===== config.mk =====
export PLATFORM = sky130hd
export DESIGN_NAME = smart_home_event_sequencer
export DESIGN_NICKNAME = d
export VERILOG_FILES = /design/src/rtl/smart_home_pkg.sv /design/src/rtl/sensor_debounce.sv /design/src/rtl/smart_home_event_sequencer.sv
export SDC_FILE = /design/constraint.sdc
export NUM_CORES = 1
export LEC_CHECK = 0
export BUFFER_PORTS_ARGS = -buffer_cell sky130_fd_sc_hd__buf_2
export CORE_UTILIZATION = 40
export CTS_CLUSTER_DIAMETER = 120
export DETAILED_ROUTE_END_ITERATION = 10
export SYNTH_ARGS = -nofsm -noshare
export SYNTH_HDL_FRONTEND = slang
export SYNTH_SLANG_ARGS = --single-unit

===== constraint.sdc =====
create_clock -name Clk -period 3.1 [get_ports Clk]
set_input_delay 0.155 -clock Clk [delete_from_list [all_inputs] [get_ports Clk]]
set_output_delay 0.155 -clock Clk [all_outputs]
set_load 0.05 [all_outputs]

===== src/rtl/smart_home_pkg.sv =====
// Shared types and constants for the smart-home event sequencer.
// Sensor indices double as priority rank: a lower index wins arbitration.
package smart_home_pkg;

  typedef enum logic [1:0] {
    IDLE  = 2'd0,
    SERVE = 2'd1,
    ALARM = 2'd2
  } state_t;

  localparam logic [2:0] DISP_IDLE   = 3'b000;
  localparam logic [2:0] DISP_FRONT  = 3'b001;
  localparam logic [2:0] DISP_REAR   = 3'b010;
  localparam logic [2:0] DISP_WINDOW = 3'b011;
  localparam logic [2:0] DISP_HEATER = 3'b100;
  localparam logic [2:0] DISP_COOLER = 3'b101;
  localparam logic [2:0] DISP_FIRE   = 3'b110;

  localparam int NUM_SENSORS = 4;

  localparam logic [1:0] SENS_SFA = 2'd0;
  localparam logic [1:0] SENS_SFD = 2'd1;
  localparam logic [1:0] SENS_SRD = 2'd2;
  localparam logic [1:0] SENS_SW  = 2'd3;

endpackage


===== src/rtl/sensor_debounce.sv =====
// Single-sensor debouncer: the clean value follows raw only after raw has
// disagreed with it for DEB_CYCLES consecutive clock edges.
module sensor_debounce #(
  parameter int DEB_CYCLES = 4
) (
  input  logic Clk,
  input  logic Rst,
  input  logic raw,
  output logic clean
);

  localparam int CW = $clog2(DEB_CYCLES + 1);

  logic [CW-1:0] cnt;

  // The edge that would bring the count to DEB_CYCLES flips clean instead.
  always_ff @(posedge Clk or posedge Rst) begin
    if (Rst) begin
      cnt   <= '0;
      clean <= 1'b0;
    end else if (raw == clean) begin
      cnt <= '0;
    end else if (cnt == CW'(DEB_CYCLES - 1)) begin
      cnt   <= '0;
      clean <= raw;
    end else begin
      cnt <= cnt + 1'b1;
    end
  end

endmodule


===== src/rtl/smart_home_event_sequencer.sv =====
// Debounces four sensors, arbitrates them by fixed priority onto shared actuators,
// and runs hysteretic climate control when idle. Define ALARM_LATCH_EN to require ack.
module smart_home_event_sequencer
  import smart_home_pkg::*;
#(
  parameter int DEB_CYCLES  = 4,
  parameter int HOLD_CYCLES = 16,
  parameter int T_LOW       = 50,
  parameter int T_HIGH      = 70,
  parameter int HYST        = 2
) (
  input  logic       Clk,
  input  logic       Rst,
  input  logic       SFD,
  input  logic       SRD,
  input  logic       SW,
  input  logic       SFA,
  input  logic [6:0] ST,
  input  logic       ack,
  output logic       fdoor,
  output logic       rdoor,
  output logic       winbuzz,
  output logic       alarmbuzz,
  output logic       heater,
  output logic       cooler,
  output logic [2:0] display,
  output logic       busy
);

  localparam int HW = (HOLD_CYCLES > 1) ? $clog2(HOLD_CYCLES) : 1;
  localparam logic [HW-1:0] HOLD_LOAD = HW'(HOLD_CYCLES - 1);
  localparam logic [6:0] HEAT_ON  = 7'(T_LOW);
  localparam logic [6:0] HEAT_OFF = 7'(T_LOW + HYST);
  localparam logic [6:0] COOL_ON  = 7'(T_HIGH);
  localparam logic [6:0] COOL_OFF = 7'(T_HIGH - HYST);

  logic [NUM_SENSORS-1:0] raw_vec;
  logic [NUM_SENSORS-1:0] clean;
  state_t                 state, state_n;
  logic [1:0]             grant, grant_n;
  logic [HW-1:0]          hold, hold_n;
  logic                   req_any;
  logic [1:0]             req_top;
  logic [6:0]             st_r;
  logic                   heat_r, cool_r;

`ifndef ALARM_LATCH_EN
  logic ack_unused;
  assign ack_unused = ack;
`endif

  assign raw_vec = {SW, SRD, SFD, SFA};

  for (genvar g = 0; g < NUM_SENSORS; g++) begin : g_deb
    sensor_debounce #(.DEB_CYCLES(DEB_CYCLES)) u_deb (
      .Clk  (Clk),
      .Rst  (Rst),
      .raw  (raw_vec[g]),
      .clean(clean[g])
    );
  end

  // Highest-priority non-fire request; fire is handled separately as a preemption.
  always_comb begin
    req_any = 1'b1;
    req_top = SENS_SFD;
    if (clean[SENS_SFD])      req_top = SENS_SFD;
    else if (clean[SENS_SRD]) req_top = SENS_SRD;
    else if (clean[SENS_SW])  req_top = SENS_SW;
    else                      req_any = 1'b0;
  end

  always_ff @(posedge Clk or posedge Rst) begin
    if (Rst) begin
      state <= IDLE;
      grant <= '0;
      hold  <= '0;
    end else begin
      state <= state_n;
      grant <= grant_n;
      hold  <= hold_n;
    end
  end

  always_comb begin
    state_n = state;
    grant_n = grant;
    hold_n  = hold;
    unique case (state)
      IDLE: begin
        if (clean[SENS_SFA]) begin
          state_n = ALARM;
        end else if (req_any) begin
          state_n = SERVE;
          grant_n = req_top;
          hold_n  = HOLD_LOAD;
        end
      end
      SERVE: begin
        if (clean[SENS_SFA]) begin
          state_n = ALARM;
        end else if (hold != '0) begin
          hold_n = hold - 1'b1;
        end else if (!clean[grant]) begin
          state_n = IDLE;
        end else if (req_top < grant) begin
          grant_n = req_top;
          hold_n  = HOLD_LOAD;
        end
      end
      ALARM: begin
`ifdef ALARM_LATCH_EN
        if (ack && !clean[SENS_SFA]) state_n = IDLE;
`else
        if (!clean[SENS_SFA]) state_n = IDLE;
`endif
      end
      default: state_n = IDLE;
    endcase
  end

  // ST sampling is a plain pipeline stage so climate resumes from a real reading after reset.
  always_ff @(posedge Clk) begin
    st_r <= ST;
  end

  always_ff @(posedge Clk or posedge Rst) begin
    if (Rst) begin
      heat_r <= 1'b0;
      cool_r <= 1'b0;
    end else if (state == ALARM) begin
      heat_r <= 1'b0;
      cool_r <= 1'b0;
    end else if (state == IDLE && !req_any && !clean[SENS_SFA]) begin
      if (st_r < HEAT_ON)        heat_r <= 1'b1;
      else if (st_r >= HEAT_OFF) heat_r <= 1'b0;
      if (st_r > COOL_ON)        cool_r <= 1'b1;
      else if (st_r <= COOL_OFF) cool_r <= 1'b0;
    end
  end

  always_comb begin
    fdoor     = 1'b0;
    rdoor     = 1'b0;
    winbuzz   = 1'b0;
    alarmbuzz = 1'b0;
    heater    = 1'b0;
    cooler    = 1'b0;
    display   = DISP_IDLE;
    busy      = (state != IDLE);
    unique case (state)
      IDLE: begin
        heater = heat_r;
        cooler = cool_r;
        if (heat_r)      display = DISP_HEATER;
        else if (cool_r) display = DISP_COOLER;
      end
      SERVE: begin
        heater = heat_r;
        cooler = cool_r;
        case (grant)
          SENS_SFD: begin fdoor   = 1'b1; display = DISP_FRONT;  end
          SENS_SRD: begin rdoor   = 1'b1; display = DISP_REAR;   end
          SENS_SW:  begin winbuzz = 1'b1; display = DISP_WINDOW; end
          default:  ;
        endcase
      end
      ALARM: begin
        alarmbuzz = 1'b1;
        display   = DISP_FIRE;
      end
      default: ;
    endcase
  end

endmodule


==> results.yml, run 1 <==
detailed_routing:
  vias_per_cell: 5.11
  drc: 0
  drt.antenna.violating_nets: 0
  dr_total_vias: 1135
  drt_iter0_markers: 57
  firstDrtPassIters: 4
  wirelength_um: 2810
  wire_per_inst_um: 12.7
critical_path:
  critical_path_class: "flop to output pin"
  cp.arrival_ns: 1.91
  rrSetupSlack_ns: 1.07
  r2r_cells: 4
  critPathRequiredTime_ns: 2.94
  path_max_fanout: 12
  r2r_start: "state[0]$_DFFE_PP0P_"
  critPathLaunchType: "flop"
  cp-end-kind: "output pin"
  reg2reg_to: "grant[1]$_DFFE_PP0P_"
  crit_start: "state[0]$_DFFE_PP0P_"
clock_network:
  clockBufferDepth: 2
  clock_sinks: 33
  cts.repair.resized: 0
  ctsHtreeMaxLevel: 2
  tritoncts: "done"
  hold_buffers: 7
  cts-root-buf: "clkbuf_8"
  cts_setup_buffers: 0
  clk_pin_slew_ns: 0.07
  cts_buffers: 5
  worstSkewPairLatency_ns: 0.28
floorplanning:
  rows: 22
  dieArea_um2: 4200
  core_area_um2: 3720
  start_util_pct: 42.4
  num_io_pins: 24
  die_y_um: 64.8
  die_x_um: 64.8
yosys:
  synth-seq-cells: 33
  synth.cell_area_um2: 1580
  synth_fp_nets: 164
  syn_avg_cell_area_um2: 10.9
  syn_inst: 144
  synth-edff-count: 0
  synth-seq-area-share_pct: 50.2
  ys_warn_count: 0
  synth_top_flop_cell: "dfrtp_1"
  synth_cell_types: 40
  synth-async-reset-ratio_pct: 78.8
layout:
  drive_gt1_share_pct: 24.1
  fin_util_pct: 51.0
  insertedDiodeCount: 0
  syn_to_final_growth_pct: 20.2
  finalNetCount: 193
  final_cells: 222
timing:
  worst_pin_slew_ns: 0.962
  max_freq_mhz: 484
  slew_headroom_pct: 35.8
  fin_skew_ns: 0.00636
  setup_viol: 0
  whs_ns: 0.0877
  period_minus_slack_ns: 2.07
  slew_viol_final: 0
  finalHoldViolCount: 0
  rsz0062_at_grt: "no"
  finalSetupTns_ns: 0
  finalCritPeriodShare_pct: 66.7
power_and_ir_drop:
  power.density_nw_per_um2: 1060
  peakVddDrop_v: 0.000381
  leakage_nw: 0.877
  p_sw_share_pct: 43.2
  power.share.clock_pct: 18.9
  p_seq_share_pct: 36.4
  p_comb_share_pct: 44.6
  internal-power_w: 0.00114
  switching_power_w: 0.000867
grt:
  grt_antenna_before_repair: 0
  grt_use_total_pct: 15.4
  grt_overflow: 0
  grt_max_degree: 27
  grt_pass1_vias: 1160
  grt_pass1_wl_um: 4920
place:
  io_buffers: 22
  place_congestion: 0.812
  dp_hpwl_um: 2020
  placed_cells: 207
worst_hold_path:
  hold_class: "primary input to async pin"
outcome:
  status: "finished clean"
job:
  cap_viol_max_count: 0
cells by family (layout without fill, tap and decap cells):
group	after synthesis	count (layout)	share of synthesized area, %
simple gates	55	55	20.5
xor+xnor	4	4	2.22
flops	33	33	50.2
compound gates	20	20	10.2
mux	10	10	7.70
buf+inv	16	46	4.52
fa+ha+maj	6	6	4.76
power groups by stage:
stage | clock, W | sequential [W] | combinational, W
finish | 0.000380 | 0.000731 | 0.000896
global route | 0.000411 | 0.000757 | 0.000991
CTS | 0.000388 | 0.000730 | 0.000906
detailed placement | 0 | 0.000739 | 0.000894
global placement | 0 | 0.000729 | 0.000867
floorplan | 0 | 0.000625 | 0.000843
Yosys cell counts, types with 2 or more instances:
| cell | count | share of area (%) |
|---|---|---|
| mux2i_1 | 2 | 1.3 |
| nor2b_1 | 8 | 3.2 |
| nor3_1 | 8 | 2.5 |
| clkbuf_1 | 3 | 0.71 |
| mux2_2 | 6 | 4.3 |
| a2bb2oi_1 | 2 | 1.1 |
| nand2_1 | 5 | 1.2 |
| dfxtp_1 | 7 | 8.9 |
| and3_1 | 2 | 0.79 |
| buf_2 | 3 | 0.95 |
| inv_1 | 9 | 2.1 |
| ha_1 | 6 | 4.8 |
| a21oi_1 | 6 | 1.9 |
| nand2b_1 | 4 | 1.6 |
| nand3_1 | 3 | 0.95 |
| a221oi_1 | 2 | 1.1 |
| nor2_1 | 9 | 2.1 |
| xnor2_1 | 4 | 2.2 |
| dfrtp_1 | 26 | 41 |
| nor3b_1 | 9 | 4.3 |
cell usage in the layout, fill, tap and decap left out, types with 2 or more instances in the layout:
master / netlist / layout
nor3b_1: 9 / 9
dlygate4sd3_1: 0 / 7
nor2_1: 9 / 9
mux2_2: 6 / 6
nand3_1: 3 / 3
dfrtp_1: 26 / 26
nor2b_1: 8 / 8
mux2i_1: 2 / 2
dfxtp_1: 7 / 7
and3_1: 2 / 2
nand2b_1: 4 / 4
nand2_1: 5 / 5
nor3_1: 8 / 8
clkbuf_8: 0 / 6
inv_1: 9 / 9
a21oi_1: 6 / 6
a2bb2oi_1: 2 / 2
xnor2_1: 4 / 4
ha_1: 6 / 6
buf_2: 3 / 22
a221oi_1: 2 / 2
stage by stage:
stage	worst slack (ns)	area [µm²]	total power (W)
after floorplan	1.35	1580	0.00147
after global placement	1.08	1710	0.00160
after detailed placement	1.05	1710	0.00163
after CTS	1.00	1890	0.00202
after global routing	0.828	1890	0.00216
final	1.03	1890	0.00201
flip-flops by register name, summed over array words and instances (netlist names):
name / count
g_deb.u_deb.cnt: 12
st_r: 7
g_deb.u_deb.clean: 4
hold: 4
grant: 2
state: 2
cool_r: 1
heat_r: 1
worst max-delay path by stage:
stage | end | slack (ns)
after CTS | rdoor | 1.00
after global placement | grant[1]$_DFFE_PP0P_ | 1.08
final | rdoor | 1.03
after floorplan | grant[0]$_DFFE_PP0P_ | 1.35
after global routing | rdoor | 0.83
after detailed placement | grant[1]$_DFFE_PP0P_ | 1.05
worst max-delay path, cell delays in order (launching register included):
cell,delay (ns)
dfrtp_1,0.55
nor2b_1,0.55
nand2_1,0.15
nor2_1,0.11
buf_2,0.27
per-layer routing:
| metal | track usage (%) | wire length (µm) | up-vias |
|---|---|---|---|
| met5 | 0 | 0 | - |
| met4 | 9.17 | 69 | 0 |
| met3 | 4.23 | 86 | 9 |
| met2 | 26.0 | 1450 | 23 |
| met1 | 17.0 | 1200 | 539 |
| li1 | - | - | 564 |
final cells by class:
| class | count | area (µm²) |
|---|---|---|
| Sequential cell | 33 | 791 |
| Inverter | 9 | 33.8 |
| Multi-Input combinational cell | 95 | 714 |
| Timing Repair Buffer | 29 | 180 |
| Fill cell | 336 | 1820 |
| Clock buffer | 7 | 108 |
| Tap cell | 48 | 60.1 |
| Clock inverter | 1 | 7.51 |
No activity file was read; power rests on OpenSTA's default activity.
==> run 2, diff against run 1 <==
Clock period 3.1 ns to 1.9 ns, I/O delays scaled along.
==> run 2 against run 1 <==
Effect of this change: core utilization grew 2.5 points; register-to-register slack lost 0.97 ns; sequential power grew 53%; critical path type is now flop to flop; critical endpoint is now grant[1]$_DFFE_PP0P_; non-clock buffer count grew 9.
==> results.yml, run 2 (synthesis gave the netlist of run 1 again) <==
outcome:
  status: "finished clean"
detailed_routing:
  wl_met3_um: 75
  dr_total_vias: 1174
  dr_wl_met2_um: 1710
  wire_per_inst_um: 13.5
  wl_met1_um: 1320
  firstDrtPassIters: 4
  top_layer_used: "met4"
  drc: 0
  drt.antenna.violating_nets: 0
  vias_per_cell: 5.08
  wirelength_um: 3120
  drt_iter0_markers: 48
floorplanning:
  start_util_pct: 42.4
  core_area_um2: 3720
  rows: 22
  die_x_um: 64.8
  dieArea_um2: 4200
  num_io_pins: 24
  die_y_um: 64.8
layout:
  nFillCells: 341
  finalNetCount: 202
  regMostFlops: "g_deb.u_deb.cnt"
  ff_latch_area_um2: 793
  layout_common_cells: "dfrtp_1 (24), buf_2 (22), nor2_1 (9), inv_1 (9)"
  syn_to_final_growth_pct: 26.0
  insertedDiodeCount: 0
  drive_gt1_share_pct: 29.0
  reg_top3: "g_deb.u_deb.cnt (12), st_r (7)"
  largest_reg_flops: 12
  final_common_cell: "dfrtp_1"
  multi_input_area_um2: 747
  final_cells: 231
grt:
  grt_antenna_before_repair: 0
  grt_max_degree: 27
  grt_use_total_pct: 16.6
  grt_pass1_vias: 1210
  grt_overflow: 0
  grt_pass1_wl_um: 5280
place:
  placed_cells: 215
  place_congestion: 0.810
  dp_hpwl_um: 2200
  place_ws_ns: 0.0617
  io_buffers: 22
critical_path:
  cp.arrival_ns: 1.95
  cp-end-kind: "flop"
  path_max_fanout: 4
  critPathRequiredTime_ns: 2.06
  critical_path_class: "flop to flop"
  critPathLaunchType: "flop"
timing:
  worst_pin_slew_ns: 0.372
  period_minus_slack_ns: 1.80
  setup_ws_ns: 0.105
  finalHoldViolCount: 0
  setup_viol: 0
  slew_viol_final: 0
  slew_headroom_pct: 75.0
  max_freq_mhz: 557
  whs_ns: 0.0841
  fin_skew_ns: 0.0101
  finalCritPeriodShare_pct: 94.5
power_and_ir_drop:
  leakage_nw: 0.940
  power.density_nw_per_um2: 1720
  finalPower_w: 0.00342
  peakVddDrop_v: 0.000918
clock_network:
  tritoncts: "done"
  cts_buffers: 5
  clockBufferDepth: 2
  clock_sinks: 33
  clk_pin_slew_ns: 0.07
  cts-root-buf: "clkbuf_8"
  worstSkewPairLatency_ns: 0.28
  ctsHtreeMaxLevel: 2
  cts_setup_buffers: 0
job:
  cap_viol_max_count: 0
worst_hold_path:
  hold_class: "primary input to flop"
==> run 2: changes by cell type in the layout (fill, tap and decap cells not counted), sizes merged <==
| cell | delta |
|---|---|
| buf | +8 |
| clkinv | +1 |
| dlygate4sd3 | +1 |
| clkinvlp | -1 |
==> run 2: through the flow <==
step	util, %	area, µm²	TNS [ns]
2_1_floorplan	-	1580	0
3_3_place_gp	47.6	1770	0
3_5_place_dp	47.6	1770	0
4_1_cts	52.5	1950	0
5_1_grt	53.4	1990	-0.00710
6_report	53.4	1990	0
==> run 2: power by group <==
group | switching (W) | internal [W] | leakage, nW
Sequential | 0.000214 | 0.000906 | 0.372
Combinational | 0.00104 | 0.000695 | 0.514
Clock | 0.000238 | 0.000327 | 0.0542
Total | 0.00149 | 0.00193 | 0.940
==> run 2: worst paths after layout <==
path / start / endpoint / slack, ns / cells after the start
min in group asynchronous: Rst / hold[2]$_DFFE_PP0P_ / 0.41 / 4
max in group asynchronous: Rst / g_deb[2].u_deb.clean$_DFFE_PP0P_ / 1.22 / 4
setup / recovery: hold[0]$_DFFE_PP0P_ / grant[1]$_DFFE_PP0P_ / 0.10 / 6
setup reg to reg: hold[0]$_DFFE_PP0P_ / grant[1]$_DFFE_PP0P_ / 0.10 / 6
hold reg to reg: g_deb[3].u_deb.cnt[0]$_DFF_PP0_ / g_deb[3].u_deb.cnt[0]$_DFF_PP0_ / 0.45 / 1
hold / removal: SW / g_deb[3].u_deb.clean$_DFFE_PP0P_ / 0.08 / 2
==> run 2: repair_timing <==
action	in CTS	in global routing
gates resized for setup	0	6
endpoints found under the setup margin	0	4
hold buffers	8	0
hold endpoints to repair	33	0
==> run 2: worst max-delay path: stages (launching register included) <==
cell and delay [ns]:
dfrtp_1 0.38, inv_1 0.10, ha_1 0.21, nor3b_4 0.26, nand2b_1 0.24, o2111ai_1 0.18, mux2_2 0.31
==> run 2: area by class of cell <==
cell class                      instances  share of cell area (%)
Clock inverter                          1                   0.252
Inverter                                9                    1.70
Tap cell                               48                    3.02
Multi-Input combinational cell         95                    37.6
Sequential cell                        33                    39.9
Timing Repair Buffer                   38                    12.6
Clock buffer                            7                    4.85
==> run 2: per-layer routing <==
metal | up-vias | global-route usage (%)
li1 | 583 | -
met1 | 573 | 18.6
met2 | 16 | 30.3
met3 | 2 | 4.05
met4 | 0 | 5.28
met5 | - | 0
